File: src/rtl/fetch_pc_unit.sv
// rtl/fetch_pc_unit.sv - fetch-side PC owner: imem req/ready fetch, one-entry skid, IF/ID register,
// redirect squash and HALT handling.
module fetch_pc_unit #(
  parameter int              WIDTH    = 16,
  parameter logic [WIDTH-1:0] RESET_PC = 16'h0000
) (
  input  logic             clk,
  input  logic             rst_n,
  input  logic             stall,
  input  logic             redirect_valid,
  input  logic [WIDTH-1:0] redirect_addr,
  input  logic             halt,
  output logic             imem_req,
  output logic [WIDTH-1:0] imem_addr,
  input  logic             imem_ready,
  input  logic [WIDTH-1:0] imem_data,
  output logic             if_valid,
  output logic [WIDTH-1:0] if_instr,
  output logic [WIDTH-1:0] if_pc,
  output logic [WIDTH-1:0] if_pc_plus2,
  output logic             flush_out,
  output logic             halted
);

  typedef enum logic [1:0] {S_IDLE, S_REQ, S_DISCARD, S_HALT} state_t;

  localparam logic [WIDTH-1:0] STEP = WIDTH'(2);

  state_t           state_q, state_d;
  logic [WIDTH-1:0] pc_q, pc_d, addr_q, addr_d;
  logic             req_q, req_d, flush_q, flush_d, halted_q, halted_d;
  logic             halt_pend_q, halt_pend_d;
  logic             ifv_q, ifv_d;
  logic [WIDTH-1:0] instr_q, instr_d, ifpc_q, ifpc_d, ifpc2_q, ifpc2_d;
  logic             skv_q, skv_d;
  logic [WIDTH-1:0] skinstr_q, skinstr_d, skpc_q, skpc_d;

  logic             take_redirect, halt_now, deliver, go_req;
  logic [WIDTH-1:0] pc_inc;

  assign pc_inc        = pc_q + STEP;
  assign take_redirect = redirect_valid && (state_q != S_HALT);
  assign halt_now      = halt && !stall && !redirect_valid;
  assign deliver       = (state_q == S_REQ) && imem_ready && !take_redirect && !halt_now;
  // Issue decision looks at the IF/ID and skid contents as they will be after this edge.
  assign go_req        = !skv_d && (!ifv_d || !stall) && !halt;

  always_comb begin
    state_d     = state_q;
    pc_d        = pc_q;
    addr_d      = addr_q;
    halt_pend_d = halt_pend_q;
    ifv_d       = ifv_q;
    instr_d     = instr_q;
    ifpc_d      = ifpc_q;
    ifpc2_d     = ifpc2_q;
    skv_d       = skv_q;
    skinstr_d   = skinstr_q;
    skpc_d      = skpc_q;

    if (state_q == S_HALT) begin
      ifv_d = 1'b0;
    end else if (take_redirect) begin
      ifv_d = 1'b0;
      skv_d = 1'b0;
    end else if (deliver && (!stall || !ifv_q)) begin
      ifv_d   = 1'b1;
      instr_d = imem_data;
      ifpc_d  = pc_q;
      ifpc2_d = pc_inc;
    end else if (deliver) begin
      skv_d     = 1'b1;
      skinstr_d = imem_data;
      skpc_d    = pc_q;
    end else if (skv_q && !stall) begin
      ifv_d   = 1'b1;
      instr_d = skinstr_q;
      ifpc_d  = skpc_q;
      ifpc2_d = skpc_q + STEP;
      skv_d   = 1'b0;
    end else if (!stall) begin
      ifv_d = 1'b0;
    end

    case (state_q)
      S_IDLE: begin
        if (take_redirect) begin
          pc_d    = redirect_addr;
          addr_d  = redirect_addr;
          state_d = S_REQ;
        end else if (halt_now) begin
          state_d = S_HALT;
        end else if (go_req) begin
          addr_d  = pc_q;
          state_d = S_REQ;
        end
      end
      S_REQ: begin
        if (take_redirect) begin
          pc_d = redirect_addr;
          if (imem_ready) begin
            addr_d = redirect_addr;
          end else begin
            state_d = S_DISCARD;
          end
        end else if (imem_ready) begin
          pc_d = pc_inc;
          if (halt_now) begin
            state_d = S_HALT;
          end else if (go_req) begin
            addr_d = pc_inc;
          end else begin
            state_d = S_IDLE;
          end
        end else if (halt_now) begin
          halt_pend_d = 1'b1;
          state_d     = S_DISCARD;
        end
      end
      S_DISCARD: begin
        // The old request stays on the bus untouched; only its returned word is thrown away.
        if (take_redirect) begin
          pc_d        = redirect_addr;
          halt_pend_d = 1'b0;
        end else if (halt_now) begin
          halt_pend_d = 1'b1;
        end
        if (imem_ready) begin
          if (halt_pend_d) begin
            halt_pend_d = 1'b0;
            state_d     = S_HALT;
          end else begin
            addr_d  = pc_d;
            state_d = S_REQ;
          end
        end
      end
      default: state_d = S_HALT;
    endcase

    req_d    = (state_d == S_REQ) || (state_d == S_DISCARD);
    flush_d  = take_redirect;
    halted_d = (state_d == S_HALT);
  end

  always_ff @(posedge clk or negedge rst_n) begin
    if (!rst_n) begin
      state_q     <= S_IDLE;
      pc_q        <= RESET_PC;
      addr_q      <= RESET_PC;
      req_q       <= 1'b0;
      flush_q     <= 1'b0;
      halted_q    <= 1'b0;
      halt_pend_q <= 1'b0;
      ifv_q       <= 1'b0;
      instr_q     <= '0;
      ifpc_q      <= '0;
      ifpc2_q     <= '0;
      skv_q       <= 1'b0;
      skinstr_q   <= '0;
      skpc_q      <= '0;
    end else begin
      state_q     <= state_d;
      pc_q        <= pc_d;
      addr_q      <= addr_d;
      req_q       <= req_d;
      flush_q     <= flush_d;
      halted_q    <= halted_d;
      halt_pend_q <= halt_pend_d;
      ifv_q       <= ifv_d;
      instr_q     <= instr_d;
      ifpc_q      <= ifpc_d;
      ifpc2_q     <= ifpc2_d;
      skv_q       <= skv_d;
      skinstr_q   <= skinstr_d;
      skpc_q      <= skpc_d;
    end
  end

  assign imem_req    = req_q;
  assign imem_addr   = addr_q;
  assign if_valid    = ifv_q;
  assign if_instr    = instr_q;
  assign if_pc       = ifpc_q;
  assign if_pc_plus2 = ifpc2_q;
  assign flush_out   = flush_q;
  assign halted      = halted_q;

endmodule

File: config.mk
export PLATFORM = sky130hd
export DESIGN_NAME = fetch_pc_unit
export DESIGN_NICKNAME = d
export VERILOG_FILES = /design/src/rtl/fetch_pc_unit.sv
export SDC_FILE = /design/constraint.sdc
export NUM_CORES = 1
export LEC_CHECK = 0
export CAP_MARGIN = 20
export CORE_UTILIZATION = 41
export CTS_CLUSTER_DIAMETER = 120
export DETAILED_ROUTE_END_ITERATION = 12
export PLACE_DENSITY = 0.75
export SYNTH_ARGS = -nofsm -noshare
export SYNTH_HDL_FRONTEND = slang
export SYNTH_SLANG_ARGS = --single-unit
File: constraint.sdc
create_clock -name clk -period 3 [get_ports clk]
set_input_delay 0.3 -clock clk [delete_from_list [all_inputs] [get_ports clk]]
set_output_delay 0.3 -clock clk [all_outputs]
set_load 0.05 [all_outputs]
==> metrics.cfg, run 1 <==
[worst_setup_path]
crit_type=register to register
crit_chain=and4bb_4, a311oi_1, o21ai_1, o311ai_4, buf_4, mux2_1
critPathMaxStageDelay_ns=0.72
worstPathRequired_ns=3.29
arrival_ns=2.76
ff2ff_setup_slack_ns=0.53
worst_path_max_delay_cell=dfrtp_1
critPathCaptureType=register
critPathMaxFanout=20
startpoint_type=register

[cells_and_area]
drive_above_1_share=0.243
areaGrowthSynthToFinish_pct=29.7
fillers=1340
n_antenna_cell=0
nNetsFinal=743

[synth]
ys_seq_area_frac=0.454
syn-num-nets=643
synthCells=602
synth_edf_count=0
ys.flop_type=dfrtp_1
async_reset_ff_frac=1.00
synth_top_cells_by_count=dfrtp_1 (119), mux2_2 (110), nand2_1 (41), o21ai_0 (38), nor2_1 (32)
synthTopCellsByArea=dfrtp_1 (45%), mux2_2 (19%), mux2i_1 (3.7%), xnor2_1 (3.5%), o21ai_0 (2.9%)
ys.warnings.count=0
ys_seq_elements=119
ys_types=56
netlist_area_um2=6560
syn_avg_cell_area_um2=10.9
yosysTopAreaCell=dfrtp_1
synth_top_area_share=0.454
yosysMostFrequentCell=dfrtp_1

[floorplanning]
initial_core_util=0.425
die_w_um=129
ios=106
die_h_um=129
core_area_um2=15400
num_rows=45
dieArea_um2=16500

[clock_tree]
cts_tree=built
cts_sinks=119
clock_latency_ns=0.42
cts_max_path_buffers=2
htree_levels=4
postCtsSetupBuffers=0
root_buffer=clkbuf_16
cts_buffers=17
clkSlewWorstSetupHoldPaths_ns=0.05

[route]
drc=0
initialDrtViolationCount=372
vias=4994
detail-route-antenna-nets=0
drt_wl_total_um=16100
wl_per_cell_um=17.4
drt_pre_antenna_iters=4
vias_per_cell=5.39

[power]
seqPwrFrac=0.321
p_clk_frac=0.284
p_comb_frac=0.395
p_switching_w=0.00295
p_leak_nw=3.71
p_int_w=0.00457
peakVddDrop_uv=365
p_per_area_nw_per_um2=883
power.share.switching=0.392

[timing]
fin_crit_ns=2.47
slew_headroom=0.403
hold_violations=0
fin_tns_setup_ns=0
finalCritPeriodShare=0.824
whs_ns=0.454
fmax_mhz=404
finalSetupViolations=0
rsz0062_at_grt=false
finClkSkew_ns=0.00720
tightest_slew_ns=0.886
final_max_slew_viol_count=0

[global_routing]
grt_pass1_vias=4992
antenna_found_initial=0
grt_max_degree=71
grt-ovfl-total=0
track_usage=0.208
grt_pass1_wl_um=26400

[job]
cap_violations=0

[hold_path]
worstHoldPathType=primary input to register

[place]
gp_congestion=0.864
dp.final_hpwl_um=11300
io_buffers=105

[outcome]
status=completed

==> path summary, 6_finish.rpt <==
check	startpoint	end	cells after the start
setup / recovery	state_q[1]$_DFF_PN0_	imem_addr[5]$_DFFE_PN0P_	6
hold / removal	redirect_addr[0]	register	3
setup reg to reg	state_q[1]$_DFF_PN0_	imem_addr[5]$_DFFE_PN0P_	6
hold reg to reg	imem_addr[7]$_DFFE_PN0P_	imem_addr[7]$_DFFE_PN0P_	1
max in group asynchronous	rst_n	imem_addr[3]$_DFFE_PN0P_	3
min in group asynchronous	rst_n	if_instr[0]$_DFFE_PN0P_	2
==> power groups by stage <==
stage | logic [W] | registers, W | clock network, W
after floorplan | 0.00160 | 0.00279 | 0
after global placement | 0.00290 | 0.00241 | 0
after detailed placement | 0.00296 | 0.00243 | 0
after CTS | 0.00298 | 0.00241 | 0.00218
after global routing | 0.00320 | 0.00247 | 0.00225
final | 0.00297 | 0.00241 | 0.00213
==> metrics by stage <==
stage | utilization | cell area [um^2] | total power [W] | setup slack (ns) | instances
floorplan | - | 6560 | 0.00439 | 0.822 | 602
global placement | 0.511 | 7880 | 0.00531 | 0.489 | 893
detailed placement | 0.511 | 7880 | 0.00539 | 0.458 | 893
CTS | 0.552 | 8510 | 0.00757 | 0.523 | 926
global route | 0.552 | 8510 | 0.00793 | 0.345 | 926
finish | 0.552 | 8510 | 0.00752 | 0.528 | 926
==> final cells by class <==
type / count / area (um^2) / share of cell area
Timing Repair Buffer: 128 / 1270 / 0.150
Inverter: 7 / 26.3 / 0.00309
Sequential cell: 119 / 2980 / 0.350
Clock inverter: 12 / 176 / 0.0207
Tap cell: 211 / 264 / 0.0310
Clock buffer: 20 / 447 / 0.0525
Multi-Input combinational cell: 429 / 3350 / 0.393
==> placed cells by master (no fill, tap or decap), types with 6 or more instances in the layout <==
| master | count |
|---|---|
| a21oi_1 | 21 |
| buf_4 | 19 |
| clkbuf_16 | 17 |
| clkdlybuf4s50_1 | 104 |
| dfrtp_1 | 119 |
| inv_1 | 6 |
| mux2_1 | 10 |
| mux2_2 | 110 |
| mux2i_1 | 24 |
| nand2_1 | 41 |
| nand3_1 | 12 |
| nor2_1 | 31 |
| nor3_1 | 15 |
| nor4_1 | 8 |
| o21ai_0 | 38 |
| o31ai_1 | 8 |
| xnor2_1 | 26 |
| xor2_1 | 9 |
==> critical path: cells and delay by family (launching register included) <==
kind | cells | cell delay (ns)
compound gates | 3 | 0.69
buf+inv | 1 | 0.27
flops | 1 | 0.72
mux | 1 | 0.35
simple gates | 1 | 0.30
==> layer usage <==
metal  track usage  vias up  wire length [um]
met2         0.322      152              7660
met4        0.0734        0               131
met1         0.271     2455              7140
met3        0.0703       14              1180
met5             0        -                 0
li1              -     2373                 -
==> state kept, by name (all words and copies together) (netlist names), 2 cells and up, named ones only <==
signal,count
state_q,2
skpc_q,16
imem_addr,16
skinstr_q,16
if_pc_plus2,15
if_instr,16
if_pc,16
pc_q,15
==> logic make-up after synthesis <==
logic type / Yosys count / synth area share
adder cells (fa/ha/maj): 3 / 0.00572
buffers and inverters: 54 / 0.0376
AND/OR/NAND/NOR: 141 / 0.108
multiplexers: 144 / 0.243
AO/OA/AOI/OAI: 106 / 0.105
XOR/XNOR: 35 / 0.0467
flip-flops: 119 / 0.454
==> timing repair <==
item	in CTS	in global routing
endpoints found under the hold margin	49	0
hold buffers	1	0
resized for setup	0	0
Note: power is estimated with default switching activity, not from simulation.
==> run 2, diff against run 1 <==
- PLACE_DENSITY: 0.75 -> 0.77
- clock period: 3 -> 2 ns (I/O delays scaled with it)
==> metrics.cfg, run 2 (synthesis gave the netlist of run 1 again) <==
[power]
p_clk_frac=0.249
power.total_w=0.0120
seqPwrFrac=0.282
p_leak_nw=4.23
peakVddDrop_uv=643
p_comb_frac=0.468
p_switching_w=0.00484
p_per_area_nw_per_um2=1270
power.share.switching=0.402
p_int_w=0.00720

[global_routing]
antenna_found_initial=0
grt_pass1_vias=5461
grt_pass1_wl_um=28300
grt-ovfl-total=0
track_usage=0.222
grt_max_degree=57

[cells_and_area]
multi_input_area_um2=3630
seq_area_um2=2980
drive_above_1_share=0.332
final_cell_mix=dfrtp_1 (116), clkdlybuf4s50_1 (104), buf_4 (70)
fillers=1232
areaGrowthSynthToFinish_pct=44.6
n_antenna_cell=0
mostFrequentLayoutCell=dfrtp_1
nNetsFinal=813

[timing]
setup_ws_ns=-0.0629
finalSetupViolations=33
tightest_slew_ns=0.702
fin_crit_ns=2.06
fmax_mhz=485
final_max_slew_viol_count=0
finClkSkew_ns=0.0105
fin_tns_setup_ns=-1.06
finalCritPeriodShare=1.03
hold_violations=0
rsz0062_at_grt=true
slew_headroom=0.529

[worst_setup_path]
worstPathRequired_ns=2.29
ff2ff_setup_slack_ns=-0.06
critPathCaptureType=register
r2r_end=imem_addr[6]$_DFFE_PN0P_
startpoint_type=register
arrival_ns=2.35
crit_type=register to register
critPathMaxFanout=14
ff2ff_path_depth=6
reg2reg_from=state_q[0]$_DFF_PN0_

[route]
drt_pre_antenna_iters=7
drt_wl_total_um=19200
wl_per_cell_um=19.2
vias_per_cell=5.49
vias=5467
initialDrtViolationCount=489
detail-route-antenna-nets=0
drc=0

[place]
gp_congestion=0.859
dp.final_hpwl_um=12400
io_buffers=105

[clock_tree]
cts_sinks=119
clock_latency_ns=0.42
htree_levels=4
cts_buffers=17
root_buffer=clkbuf_16
cts_max_path_buffers=2
clkSlewWorstSetupHoldPaths_ns=0.06
cts_tree=built

[floorplanning]
initial_core_util=0.425
die_h_um=129
core_area_um2=15400
die_w_um=129
ios=106
num_rows=45
dieArea_um2=16500

[outcome]
violations=negative setup slack
status=finished, violations left

[job]
cap_violations=0

[hold_path]
worstHoldPathType=primary input to asynchronous set/reset pin

[run 2: area by class of cell]
type / count / share of cell area
Inverter: 7 / 0.00277
Timing Repair Buffer: 198 / 0.211
Clock buffer: 19 / 0.0456
Sequential cell: 119 / 0.314
Clock inverter: 13 / 0.0156
Multi-Input combinational cell: 429 / 0.383
Tap cell: 211 / 0.0278
[run 2: repair_timing]
action,4_1_cts,5_1_grt
pin swaps,1,9
setup endpoints to repair,61,61
gates cloned,0,8
hold buffers,1,0
hold endpoints to repair,24,0
buffers inserted,0,7
gates resized for setup,5,80
[run 2: worst max path at each step]
stage / from / to / slack (ns) / depth (start not counted)
after floorplan: if_valid$_DFF_PN0_ / imem_addr[10]$_DFFE_PN0P_ / -0.08 / 6
after global placement: redirect_valid / imem_addr[4]$_DFFE_PN0P_ / -0.31 / 7
after detailed placement: redirect_valid / imem_addr[13]$_DFFE_PN0P_ / -0.36 / 7
after CTS: state_q[1]$_DFF_PN0_ / if_pc[5]$_DFFE_PN0P_ / -0.01 / 6
after global routing: state_q[0]$_DFF_PN0_ / imem_addr[6]$_DFFE_PN0P_ / -0.11 / 6
final: state_q[0]$_DFF_PN0_ / imem_addr[6]$_DFFE_PN0P_ / -0.06 / 6
[run 2: layer usage]
layer  track usage  up-vias  part of all wire
li1              -     2514                 -
met1         0.285     2721              0.43
met2         0.362      196              0.48
met3        0.0657       36             0.066
met4        0.0671        0             0.023
met5             0        -                 0
[run 2: power by group through the flow]
stage | registers (W) | logic, W | clock network, W
after CTS | 0.00337 | 0.00528 | 0.00303
final | 0.00340 | 0.00564 | 0.00300
after floorplan | 0.00420 | 0.00242 | 0
after detailed placement | 0.00340 | 0.00523 | 0
after global placement | 0.00337 | 0.00514 | 0
after global routing | 0.00347 | 0.00601 | 0.00315
[run 2: worst max-delay path: stages (launching register included)]
cell and delay (ns):
dfrtp_2 0.45, and4bb_4 0.22, a311oi_1 0.31, o21ai_2 0.13, o311ai_4 0.30, buf_12 0.19
mux2_1 0.33
[run 2: stage by stage]
| stage | hold WS, ns | setup slack [ns] | area, um^2 | cells | util |
|---|---|---|---|---|---|
| 6_report | 0.238 | -0.0629 | 9490 | 996 | 0.615 |
| 2_1_floorplan | -0.0956 | -0.0838 | 6590 | 602 | - |
| 4_1_cts | 0.241 | -0.00957 | 8970 | 981 | 0.582 |
| 3_5_place_dp | 0.153 | -0.364 | 8370 | 948 | 0.543 |
| 5_1_grt | 0.275 | -0.114 | 9490 | 996 | 0.615 |
| 3_3_place_gp | 0.142 | -0.313 | 8370 | 948 | 0.543 |
==> run 3, diff against run 2 <==
- CAP_MARGIN: 20 -> not set
==> results of run 3 <==
The final DEF is identical to that of run 2; final timing and power are the same.
